### config.mk
export PLATFORM = sky130hd
export DESIGN_NAME = key_updown_cnt
export DESIGN_NICKNAME = d
export VERILOG_FILES = /design/src/rtl/key_updown_cnt.sv
export SDC_FILE = /design/constraint.sdc
export NUM_CORES = 1
export LEC_CHECK = 0
export ABC_AREA = 1
export CAP_MARGIN = 0
export CORE_MARGIN = 4
export CORE_UTILIZATION = 40
export DETAILED_ROUTE_END_ITERATION = 10
export MAX_ROUTING_LAYER = met4
export PLACE_DENSITY = 0.57
export SYNTH_ARGS = -nofsm -noshare
export SYNTH_HDL_FRONTEND = slang
export SYNTH_SLANG_ARGS = --single-unit
### constraint.sdc
create_clock -name clk -period 2 [get_ports clk]
set_input_delay 0.2 -clock clk [delete_from_list [all_inputs] [get_ports clk]]
set_output_delay 0.2 -clock clk [all_outputs]
set_load 0.005 [all_outputs]
### src/rtl/key_updown_cnt.sv
// ---------------------------------------------------------------------------
// key_updown_cnt : debounced push-button modulo-(CNT_MAX+1) up/down counter
//
// Three raw push-buttons (up / down / clear) are synchronised, debounced and
// turned into single-cycle press strobes. The strobes drive a registered
// up/down counter for the seven-segment display.
//
// Ports (key_updown_cnt):
//   clk        in   1      system clock
//   rst_n      in   1      asynchronous active-low reset
//   key_up     in   1      raw up button (async, bouncing)
//   key_down   in   1      raw down button (async, bouncing)
//   key_clr    in   1      raw clear button (async, bouncing)
//   key_times  out  CNT_W  current count, 0..CNT_MAX
//   cnt_wrap   out  1      1-cycle pulse when the count wraps either way
//   key_evt    out  1      1-cycle pulse on any accepted press
//
// Optional feature macro: KEY_REPEAT_EN
//   Defined   -> key_up/key_down auto-repeat after HOLD_CYC, then every
//                REPEAT_CYC while held.
//   Undefined -> no hold logic; a held key gives exactly one strobe.
// ---------------------------------------------------------------------------

// Per-key synchroniser + debounce FSM; emits one strobe per accepted press.
//   clk, rst_n : clock / async active-low reset
//   key_i      : raw key pin
//   strobe_o   : 1-cycle press (or repeat) strobe, combinational from state
module key_debounce #(
  parameter int DEBOUNCE_CYC = 1_000_000,
  parameter int KEY_ACT      = 0
`ifdef KEY_REPEAT_EN
  ,
  parameter int HOLD_CYC     = 25_000_000,
  parameter int REPEAT_CYC   = 5_000_000,
  parameter bit REPEAT_EN    = 1'b0
`endif
) (
  input  logic clk,
  input  logic rst_n,
  input  logic key_i,
  output logic strobe_o
);

  localparam int             DW      = (DEBOUNCE_CYC > 1) ? $clog2(DEBOUNCE_CYC) : 1;
  localparam logic [DW-1:0]  DB_LAST = DW'(DEBOUNCE_CYC - 1);
  // Released level of the raw pin; XOR with it maps pressed to 1.
  localparam logic           REL_LVL = (KEY_ACT != 0) ? 1'b0 : 1'b1;

  typedef enum logic [1:0] {
    ST_IDLE        = 2'd0,
    ST_PRESS_CHK   = 2'd1,
    ST_PRESSED     = 2'd2,
    ST_RELEASE_CHK = 2'd3
  } state_e;

  logic          sync1_q, sync2_q;
  logic          pressed_s;
  state_e        state_q, state_d;
  logic [DW-1:0] dcnt_q, dcnt_d;

`ifdef KEY_REPEAT_EN
  localparam int             HMAX      = (HOLD_CYC > REPEAT_CYC) ? HOLD_CYC : REPEAT_CYC;
  localparam int             HW        = (HMAX > 1) ? $clog2(HMAX) : 1;
  localparam logic [HW-1:0]  HOLD_LAST = HW'(HOLD_CYC - 1);
  localparam logic [HW-1:0]  REP_LAST  = HW'(REPEAT_CYC - 1);

  logic [HW-1:0] hcnt_q, hcnt_d;
  logic          rep_q, rep_d;   // 0: waiting for first repeat, 1: periodic repeat

  // Hold counter and repeat-phase registers.
  always_ff @(posedge clk or negedge rst_n) begin
    if (!rst_n) begin
      hcnt_q <= {HW{1'b0}};
      rep_q  <= 1'b0;
    end else begin
      hcnt_q <= hcnt_d;
      rep_q  <= rep_d;
    end
  end
`endif

  // Two-flop synchroniser, reset to the released level.
  always_ff @(posedge clk or negedge rst_n) begin
    if (!rst_n) begin
      sync1_q <= REL_LVL;
      sync2_q <= REL_LVL;
    end else begin
      sync1_q <= key_i;
      sync2_q <= sync1_q;
    end
  end

  assign pressed_s = sync2_q ^ REL_LVL;

  // Debounce FSM state and stability counter.
  always_ff @(posedge clk or negedge rst_n) begin
    if (!rst_n) begin
      state_q <= ST_IDLE;
      dcnt_q  <= {DW{1'b0}};
    end else begin
      state_q <= state_d;
      dcnt_q  <= dcnt_d;
    end
  end

  // Debounce next-state logic and strobe generation.
  always_comb begin
    state_d  = state_q;
    dcnt_d   = dcnt_q;
    strobe_o = 1'b0;
`ifdef KEY_REPEAT_EN
    // Hold state is cleared everywhere except while held in PRESSED.
    hcnt_d   = {HW{1'b0}};
    rep_d    = 1'b0;
`endif
    case (state_q)
      ST_IDLE: begin
        if (pressed_s) begin
          state_d = ST_PRESS_CHK;
          dcnt_d  = {DW{1'b0}};
        end else begin
          state_d = ST_IDLE;
        end
      end
      ST_PRESS_CHK: begin
        if (!pressed_s) begin
          state_d = ST_IDLE;
        end else if (dcnt_q == DB_LAST) begin
          state_d  = ST_PRESSED;
          strobe_o = 1'b1;
        end else begin
          dcnt_d = dcnt_q + DW'(1);
        end
      end
      ST_PRESSED: begin
        if (!pressed_s) begin
          state_d = ST_RELEASE_CHK;
          dcnt_d  = {DW{1'b0}};
        end else begin
`ifdef KEY_REPEAT_EN
          if (REPEAT_EN) begin
            if (hcnt_q == (rep_q ? REP_LAST : HOLD_LAST)) begin
              strobe_o = 1'b1;
              hcnt_d   = {HW{1'b0}};
              rep_d    = 1'b1;
            end else begin
              hcnt_d = hcnt_q + HW'(1);
              rep_d  = rep_q;
            end
          end else begin
            hcnt_d = {HW{1'b0}};
          end
`endif
          state_d = ST_PRESSED;
        end
      end
      ST_RELEASE_CHK: begin
        if (pressed_s) begin
          state_d = ST_PRESSED;
        end else if (dcnt_q == DB_LAST) begin
          state_d = ST_IDLE;
        end else begin
          dcnt_d = dcnt_q + DW'(1);
        end
      end
      default: begin
        state_d = ST_IDLE;
        dcnt_d  = {DW{1'b0}};
      end
    endcase
  end

endmodule

// Top level: three debouncers feeding the registered up/down counter.
module key_updown_cnt #(
  parameter int CNT_W        = 4,
  parameter int CNT_MAX      = 9,
  parameter int DEBOUNCE_CYC = 1_000_000,
  parameter int KEY_ACT      = 0,
  parameter int HOLD_CYC     = 25_000_000,
  parameter int REPEAT_CYC   = 5_000_000
) (
  input  logic             clk,
  input  logic             rst_n,
  input  logic             key_up,
  input  logic             key_down,
  input  logic             key_clr,
  output logic [CNT_W-1:0] key_times,
  output logic             cnt_wrap,
  output logic             key_evt
);

  localparam logic [CNT_W-1:0] MAX_V = CNT_W'(CNT_MAX);

  logic             up_stb_s, dn_stb_s, clr_stb_s;
  logic [CNT_W-1:0] cnt_q, cnt_d;
  logic             wrap_q, wrap_d;
  logic             evt_q, evt_d;

`ifdef KEY_REPEAT_EN
  key_debounce #(.DEBOUNCE_CYC(DEBOUNCE_CYC), .KEY_ACT(KEY_ACT), .HOLD_CYC(HOLD_CYC),
                 .REPEAT_CYC(REPEAT_CYC), .REPEAT_EN(1'b1))
    u_db_up  (.clk(clk), .rst_n(rst_n), .key_i(key_up),   .strobe_o(up_stb_s));
  key_debounce #(.DEBOUNCE_CYC(DEBOUNCE_CYC), .KEY_ACT(KEY_ACT), .HOLD_CYC(HOLD_CYC),
                 .REPEAT_CYC(REPEAT_CYC), .REPEAT_EN(1'b1))
    u_db_dn  (.clk(clk), .rst_n(rst_n), .key_i(key_down), .strobe_o(dn_stb_s));
  key_debounce #(.DEBOUNCE_CYC(DEBOUNCE_CYC), .KEY_ACT(KEY_ACT), .HOLD_CYC(HOLD_CYC),
                 .REPEAT_CYC(REPEAT_CYC), .REPEAT_EN(1'b0))
    u_db_clr (.clk(clk), .rst_n(rst_n), .key_i(key_clr),  .strobe_o(clr_stb_s));
`else
  key_debounce #(.DEBOUNCE_CYC(DEBOUNCE_CYC), .KEY_ACT(KEY_ACT))
    u_db_up  (.clk(clk), .rst_n(rst_n), .key_i(key_up),   .strobe_o(up_stb_s));
  key_debounce #(.DEBOUNCE_CYC(DEBOUNCE_CYC), .KEY_ACT(KEY_ACT))
    u_db_dn  (.clk(clk), .rst_n(rst_n), .key_i(key_down), .strobe_o(dn_stb_s));
  key_debounce #(.DEBOUNCE_CYC(DEBOUNCE_CYC), .KEY_ACT(KEY_ACT))
    u_db_clr (.clk(clk), .rst_n(rst_n), .key_i(key_clr),  .strobe_o(clr_stb_s));
`endif

  // Counter next-state: clear beats everything, up+down cancels, then up/down.
  always_comb begin
    cnt_d  = cnt_q;
    wrap_d = 1'b0;
    evt_d  = up_stb_s | dn_stb_s | clr_stb_s;
    if (clr_stb_s) begin
      cnt_d = {CNT_W{1'b0}};
    end else if (up_stb_s && dn_stb_s) begin
      cnt_d = cnt_q;
    end else if (up_stb_s) begin
      if (cnt_q == MAX_V) begin
        cnt_d  = {CNT_W{1'b0}};
        wrap_d = 1'b1;
      end else begin
        cnt_d = cnt_q + CNT_W'(1);
      end
    end else if (dn_stb_s) begin
      if (cnt_q == {CNT_W{1'b0}}) begin
        cnt_d  = MAX_V;
        wrap_d = 1'b1;
      end else begin
        cnt_d = cnt_q - CNT_W'(1);
      end
    end else begin
      cnt_d = cnt_q;
    end
  end

  // Registered count and output pulses.
  always_ff @(posedge clk or negedge rst_n) begin
    if (!rst_n) begin
      cnt_q  <= {CNT_W{1'b0}};
      wrap_q <= 1'b0;
      evt_q  <= 1'b0;
    end else begin
      cnt_q  <= cnt_d;
      wrap_q <= wrap_d;
      evt_q  <= evt_d;
    end
  end

  assign key_times = cnt_q;
  assign cnt_wrap  = wrap_q;
  assign key_evt   = evt_q;

endmodule
; Word-level counts from Yosys, hierarchy flattened
; Cells that the tools add are included.
[totals]
regBits = 78
latch_bits = 0
mem_bits_rw = 0
romBits = 0
in_bits = 5
out_inout_bits = 6
elab_cells = 127
mem_count = 0
[op_classes]
addsub = 5
multipliers = 0
div_mod_pow = 0
n_lt_le_gt_ge = 0
n_eq_ne = 32
shift = 0
n_mux = 60
bitwise = 2
reduce_logical = 13
[ops]
columns = op, n
row1 = $mux 20, 15
row2 = $pmux 20 s4, 3
row3 = $add 20x1->20 const B, 3
row4 = $eq 20x20->1 const B, 3
row5 = $mux 2, 12
row6 = $mux 4, 6
row7 = $pmux 2 s4, 3
row8 = $mux 1, 21
row9 = $ne 2x2->1 const B, 7
row10 = $eq 2x2->1 const B, 6
row11 = $ne 2x1->1 const B, 6
row12 = $reduce_and 4->1, 3
row13 = $ne 3x1->1 const B, 3
row14 = $ne 3x3->1 const B, 3
row15 = $reduce_and 2->1, 4
row16 = $eq 2x1->1 const B, 3
row17 = $logic_not 2->1, 3
row18 = $add 4x1->4 const B, 1
row19 = $eq 4x4->1 const B, 1
row20 = $logic_not 4->1, 1
row21 = $sub 4x1->4 const B, 1
row22 = $reduce_bool 3->1, 1
row23 = $or 1x1->1, 2
row24 = $logic_and 1x1->1, 1

; Depth between registers and ports, before layout
[depth]
depth_word = 8
ltp_mapped = 13
mapped_depth_nobuf = 12

; By module
; A second synthesis with hierarchy kept.
[hier_totals]
hier_cells = 716
hier_area_um2 = 4981.0
[modules_own_cells]
columns = module, instances, cells_each, area_each_um2, seq_area_each_um2
row1 = key_debounce (u_db_clr ...), 2, 213, 1481.4, 603.1
row2 = key_debounce (u_db_up), 1, 230, 1632.8, 603.1
row3 = key_updown_cnt, 1, 60, 385.4, 150.1

; Least setup slack after synthesis
; Ideal clock, no wire load.
[synth_timing]
kind = reg-to-reg
start = reg u_db_clr.dcnt_q[0]
end = reg u_db_clr.dcnt_q[15]
setup_time_ns = 0.118
arrival_ns = 1.590
t_required_ns = 1.882
slack_ns = 0.292
path_stages_with_launch = 12
n_path_buf = 1
synth_period_minus_slack_ns = 1.708
cell_sequence = dfrtp_1 ha_1 nand2_2 nor2_4 inv_2 nor3_2 nand3_2 nand3_4 nand2_2 buf_4 nand3_1 nand2_1
[synth_via]
elab_chain_cells = 4
word_cells_on_any_way = 6
cone_classes = 1 x add/sub / 1 x eq/ne / 4 x mux
[synth_lines]
columns = item, line_no
row1 = "start, declared", 59  ; logic [DW-1:0] dcnt_q, dcnt_d;
row2 = "start signal, assigned", 99  ; dcnt_q <= {DW{1'b0}};
row3 = "start signal, assigned", 102  ; dcnt_q <= dcnt_d;
row4 = $add 20x1->20 / $eq 20x20->1 (equally long branches), -
row5 = $mux 20 *, "128, 160"
row6 = "$mux 20, on equally long branches", "158, 126"
row7 = $pmux 20 s4 *, 116  ; case (state_q)
; Every way passes the cells marked *; elsewhere a longest branch is shown, timed or not. The select of a mux whose other input is x is not followed.
; A chain may end at the register's enable or synchronous reset.

; Final worst setup path
[layout_timing]
start = reg u_db_up.dcnt_q[1]
end = reg u_db_up.dcnt_q[12]
[layout_via]
elab_chain_cells = 4
word_cells_on_any_way = 6
cone_classes = 1 x add/sub / 1 x eq/ne / 4 x mux
[layout_lines]
columns = item, line_no
row1 = "start, declared", 59
row2 = "start signal, assigned", 99
row3 = "start signal, assigned", 102
row4 = $add 20x1->20 / $eq 20x20->1 (equally long branches), -
row5 = $mux 20 *, "128, 160"
row6 = "$mux 20, on equally long branches", "158, 126"
row7 = $pmux 20 s4 *, 116
; Marks and branches as above.

==> impl_metrics.yaml <==
outcome:
  status: "completed"
hold_path:
  worstHoldPathType: "in2reg"
yosys:
  synth_area_leaders: "dfrtp_1, nand2_1, nor2_1, nand3_1, inv_1"
  synthFlopType: "dfrtp_1"
  yosys.area_share.simple: 0.395
  yosys.area.top_type: "dfrtp_1"
  syn_area_per_cell_um2: 6.87
  synth_seq_cells: 78
  post-synth-top-count-cell: "nand2_1"
  syn-instance-count: 734
  synth_top_area_frac: 0.357
  synth_top_family_by_area: "simple AND/OR/NAND/NOR gates"
  synthXorXnorAreaFrac: 0.0278
  synth.area.mux_share: 0
  syn_nets: 745
  synthAdderAreaFrac: 0.0149
  synth-edff-count: 0
  ys_types: 37
  yosys_warnings: 0
  synth_area_um2: 5040
  async_flop_share: 1.00
  synthTopCellsByCount: "nand2_1, nor2_1, inv_1"
  synth_compound_area_frac: 0.0871
  synth-seq-area-share: 0.389
pwr:
  vdd_drop_max_mv: 0.582
  p_per_area_nw_per_um2: 646
  leakage_nw: 2.42
grt:
  grt_overflow_total: 0
  antenna_found_initial: 0
  grt_max_degree: 36
  grt_pass1_wl_um: 21600
  grt_use_total: 0.190
  grt_pass1_vias: 4348
drt:
  antenna_left: 0
  drcViolationCount: 0
  drt_iter0_drc: 355
  via_count: 4788
  postRouteWirelength_um: 12800
  first_pass_iters: 5
  wire_per_inst_um: 13.7
  drt-vias-per-instance: 5.12
clock_network:
  clock_latency_ps: 350
  htree_levels: 3
  cts_root_buffer: "clkbuf_16"
  tritoncts: "done"
  clk_pin_slew_ps: 70
  clock_path_buffers: 2
  clock-sinks: 78
  numCtsBuffers: 9
setup_path:
  worstPathCellList: "ha_2, nand3_1, buf_4, nor3_1, inv_1, nor2_1, nand2_1, o21ai_0, nor2_1"
  crit_fanout: 5
  worstPathRequired_ps: 2240
  max_stage_delay_ps: 380
  cp_top_family: "simple AND/OR/NAND/NOR gates"
  cp-start-kind: "flip-flop"
  path_class: "reg2reg"
  endpoint_kind: "flip-flop"
  cp_slowest_cell: "dfrtp_1"
  cp_num_buf_inv: 2
  crit_top_cell: "nor2_1"
  arrival_ps: 2100
job:
  cap_violations: 0
sta:
  max_slew_margin: 0.664
  fin_crit_ps: 1860
  max_freq_ghz: 0.537
  hold_violations: 0
  setup_viol_count_final: 0
  tightest_slew_ps: 504
  tns_ps: 0
  finalClockSkew_ps: 9.37
  rsz0062_at_grt: "true"
  finalMaxSlewViolations: 0
  finalCritPeriodShare: 0.931
place:
  hpwl_um: 9590
  gp_congestion: 0.911
  io_buffer_count: 10
floorplan:
  fp.dieH_um: 120
  start_util: 0.415
  die_x_um: 120
  io_pins: 11
  rows: 40
  core_um2: 12200
  die_area_um2: 14500
finish:
  final_nets: 773
  syn_to_final_growth_pct: 14.5
  layout-drive-gt1-share: 0.0939
  fin_util: 0.475
  diodes: 0
[layer usage]
layer	part of all wire	up-vias	track usage	wire length (um)
li1	-	2449	-	-
met1	0.48	2253	0.254	6190
met2	0.47	73	0.293	6000
met3	0.036	13	0.0444	466
met4	0.011	0	0.0517	146
met5	0	-	-	0
[power breakdown]
| part | switching, mW | total, mW | internal [mW] | leakage (nW) |
|---|---|---|---|---|
| combinational | 0.201 | 0.288 | 0.0863 | 1.22 |
| clock | 0.689 | 1.79 | 1.10 | 0.153 |
| sequential | 0.0317 | 1.66 | 1.62 | 1.05 |
[final timing paths]
check	start	end	slack, ps	depth (start not counted)
setup / recovery	u_db_up.dcnt_q[1]	u_db_up.dcnt_q[12]	140	9
hold / removal	key_clr	u_db_clr.sync1_q	250	1
setup reg to reg	u_db_up.dcnt_q[1]	u_db_up.dcnt_q[12]	140	9
hold reg to reg	u_db_dn.sync1_q	u_db_dn.sync2_q	360	0
max in group asynchronous	rst_n	u_db_dn.dcnt_q[19]	1040	3
min in group asynchronous	rst_n	u_db_clr.dcnt_q[3]	370	2
[flip-flops by register name (all words and copies together), names as in the netlist, named ones only]
signal and cells:
u_db_clr.dcnt_q 20, u_db_up.sync2_q 1, u_db_dn.sync2_q 1, key_times 4
u_db_up.dcnt_q 20, u_db_dn.dcnt_q 20, u_db_clr.state_q 1, u_db_clr.sync2_q 1
u_db_dn.state_q 1, u_db_dn.sync1_q 1, key_evt 1, u_db_clr.sync1_q 1
u_db_up.sync1_q 1, cnt_wrap 1, u_db_up.state_q 1
[repair_timing]
| item | CTS | global route |
|---|---|---|
| gates resized for setup | 0 | 11 |
| setup endpoints to repair | 0 | 19 |
| hold buffers | 1 | 0 |
| setup buffers | 0 | 0 |
| hold endpoints to repair | 33 | 0 |
[through the flow]
| step | total power, mW | std cells | area, um^2 | hold slack, ps | setup WS [ps] |
|---|---|---|---|---|---|
| floorplan | 1.85 | 734 | 5040 | -95.6 | 292 |
| global placement | 1.96 | 918 | 5410 | 205 | 93.0 |
| detailed placement | 1.97 | 918 | 5410 | 207 | 86.9 |
| CTS | 3.79 | 935 | 5740 | 237 | 76.2 |
| global route | 3.89 | 935 | 5780 | 235 | -32.8 |
| finish | 3.73 | 935 | 5780 | 254 | 138 |
[worst reg2reg max path, stage by stage, from the launching register on]
cell     delay, ps
dfrtp_1        380
ha_2           240
nand3_1        120
buf_4          170
nor3_1         320
inv_1           80
nor2_1         150
nand2_1         80
o21ai_0        160
nor2_1          50
[placed cells by master (no fill, tap or decap), drive strengths merged, types with 9 or more instances in the layout]
cell             n
nand2          194
nor2           107
inv             96
nand3           75
dfrtp           72
o21ai           49
nor3            40
nand4           24
buf             18
xor2            14
a21oi           13
clkbuf          10
clkdlybuf4s50    9
[cell type report]
type / instances / area, um^2
clock buffers: 10 / 229
clock inverters: 6 / 93.8
fillers: 1217 / 6390
inverters: 96 / 360
multi-input cells: 549 / 2670
flip-flops and latches: 78 / 1960
well taps: 168 / 210
repair buffers: 28 / 251
[cell families (layout without fill, tap and decap cells)]
kind of cell               after synthesis  count (layout)
DFF                                     78              78
xor gates and xnor gates                16              16
and+or+nand+nor                        448             448
AOI/OAI and AO/OA                       79              79
buffers and inverters                  107             140
adders and majority gates                6               6
Note: power is estimated with default switching activity, not from simulation.
==> RTL edit: new RTL, config.mk and constraints unchanged <==
Set the parameter `CNT_W` to 3 (it was 4).
--- a/src/rtl/key_updown_cnt.sv
+++ b/src/rtl/key_updown_cnt.sv
@@ -175,5 +175,5 @@
 // Top level: three debouncers feeding the registered up/down counter.
 module key_updown_cnt #(
-  parameter int CNT_W        = 4,
+  parameter int CNT_W        = 3,
   parameter int CNT_MAX      = 9,
   parameter int DEBOUNCE_CYC = 1_000_000,
Ports: changed (resized key_times); port bits go from 11 to 10. No check against the original RTL was run, so the function may have changed too.
==> RTL edit against the unedited design <==
  * Area after synthesis up 2.4%
  * Design area is 2.6% higher
  * Worst setup slack gained 0.049 ns
  * Worst hold slack improved by 0.0033 ns
  * Power down 1.5%
  * Non-clock buffer count grew 11
  * Largest cell class unchanged
  * Sequential cell count is 1 lower
  * Routed wire length rose by 9.0%
==> RTL edit: results (changes against the unedited design) <==
[yosys]
yosysSeqAreaShare_pct=37.47  ; -1.4 points
synth-xor-area-share_pct=3.902  ; +1.1 points
synthAdderAreaFrac_pct=1.212  ; -0.28 points
ys_top_cells_by_area=dfrtp_1, nand2_1, nor2_1
synth_compound_area_share_pct=8.119  ; -0.59 points
ys_seq_elements=77  ; -1.3%
synthTopCellsByCount=nand2_1, nor2_1, inv_1
synthesis.nets=755  ; +1.3%

[setup_path]
path_max_fanout=7  ; +2
rrSetupSlack_ns=0.19  ; +0.05 ns
reg2reg_to=key_times[1]
r2r_cells=10  ; +1
arrival_ns=2.06  ; -0.04 ns
slowest_delay_ns=0.43  ; +0.05 ns
reg2reg_from=u_db_dn.dcnt_q[0]
slowest_stage=dfrtp_1
critPathKind=flop to flop

[placed_design]
dp_hpwl_um=10620  ; +11%
gp_congestion=0.9916  ; +8.8%
portBuffers=9  ; -1

[drt]
first_iter_violations=552  ; +55%
drt-wirelength-per-cell_um=14.65  ; +6.9%
via_per_inst=5.240  ; +2.3%

[layout]
multi_input_cells=560  ; +2.0%
final_layout_size_suffix_gt1_share_pct=10.88  ; +1.5 points
final_nets=786  ; +1.7%
nFillCells=1296  ; +6.5%
seqCellArea_um2=1934  ; -1.3%
clk_share_pct=5.512  ; -0.077 points
multi_input_area_share_pct=46.74  ; +0.49 points
clkbuf_count=12  ; +2
buffers_excl_clock=39  ; +39%
buf_share_pct=5.744  ; +1.4 points

[worst_hold_path]
min_to=u_db_dn.sync1_q
holdCritStartpoint=key_down

[clocking]
ctsRootBufferMaster=clkbuf_16
post_cts_buffers=0  ; unchanged
cts_buffer_depth=2  ; unchanged
cts.clk_slew.worst_paths_ns=0.07  ; about the same

[grt]
grt_first_pass_wirelength_um=23640  ; +9.5%
grt_pass1_vias=4833  ; +11%
track_usage_pct=20.79  ; +1.8 points
grt_max_degree=33  ; -8.3%

[pwr]
vdd_drop_max_v=0.0004159  ; -29%
p_switching_uw=854.1  ; -7.3%
leakagePower_uw=0.002549  ; +5.1%

[outcome]
status=finished, final reports clean

[sta]
skew_ns=0.01070  ; +0.001331 ns
slew_headroom_pct=68.36  ; +2.0 points

RTL edit: cell count changes in the layout (fill, tap and decap cells not counted), sizes merged, moves of 4 or more:
| cell | change |
|---|---|
| nand4 | +18 |
| nand2 | +13 |
| buf | +12 |
| inv | -9 |
| nor2 | -9 |
| a21oi | -7 |
| nand3 | -7 |
| o31ai | +6 |
| xor2 | +6 |
| nor3 | -4 |
RTL edit: cell families (layout without fill, tap and decap cells):
logic type               count (synthesis)  count (layout)
AND/OR/NAND/NOR                        458             458
buffers and inverters                  108             144
flip-flops                              77              77
AO/OA/AOI/OAI                           74              74
XOR/XNOR                                23              23
adder cells (fa/ha/maj)                  5               5
RTL edit: metrics by stage:
| stage | setup WS [ns] | std cells | hold WS (ns) | total power [uW] | instance area, um2 |
|---|---|---|---|---|---|
| after global routing | 0.01194 | 953 | 0.2570 | 3814 | 5924 |
| after global placement | 0.1886 | 936 | 0.1776 | 1871 | 5580 |
| after detailed placement | 0.09776 | 936 | 0.1815 | 1878 | 5580 |
| after CTS | 0.1046 | 953 | 0.2499 | 3709 | 5917 |
| after floorplan | 0.3520 | 745 | -0.09559 | 1773 | 5162 |
| final | 0.1875 | 953 | 0.2576 | 3679 | 5924 |
RTL edit: per-layer routing:
| layer | global-route usage (%) | vias up | wire length [um] |
|---|---|---|---|
| met5 | - | - | 0 |
| li1 | - | 2498 | - |
| met2 | 31.05 | 117 | 6156 |
| met3 | 2.739 | 21 | 594 |
| met4 | 9.524 | 0 | 357 |
| met1 | 28.23 | 2358 | 6848 |
RTL edit: power groups by stage:
stage	Clock, uW	Sequential, uW	Combinational, uW
after CTS	1860	1640	218
after floorplan	0	1650	120
after detailed placement	0	1660	215
after global routing	1930	1640	243
after global placement	0	1660	210
final	1830	1640	215
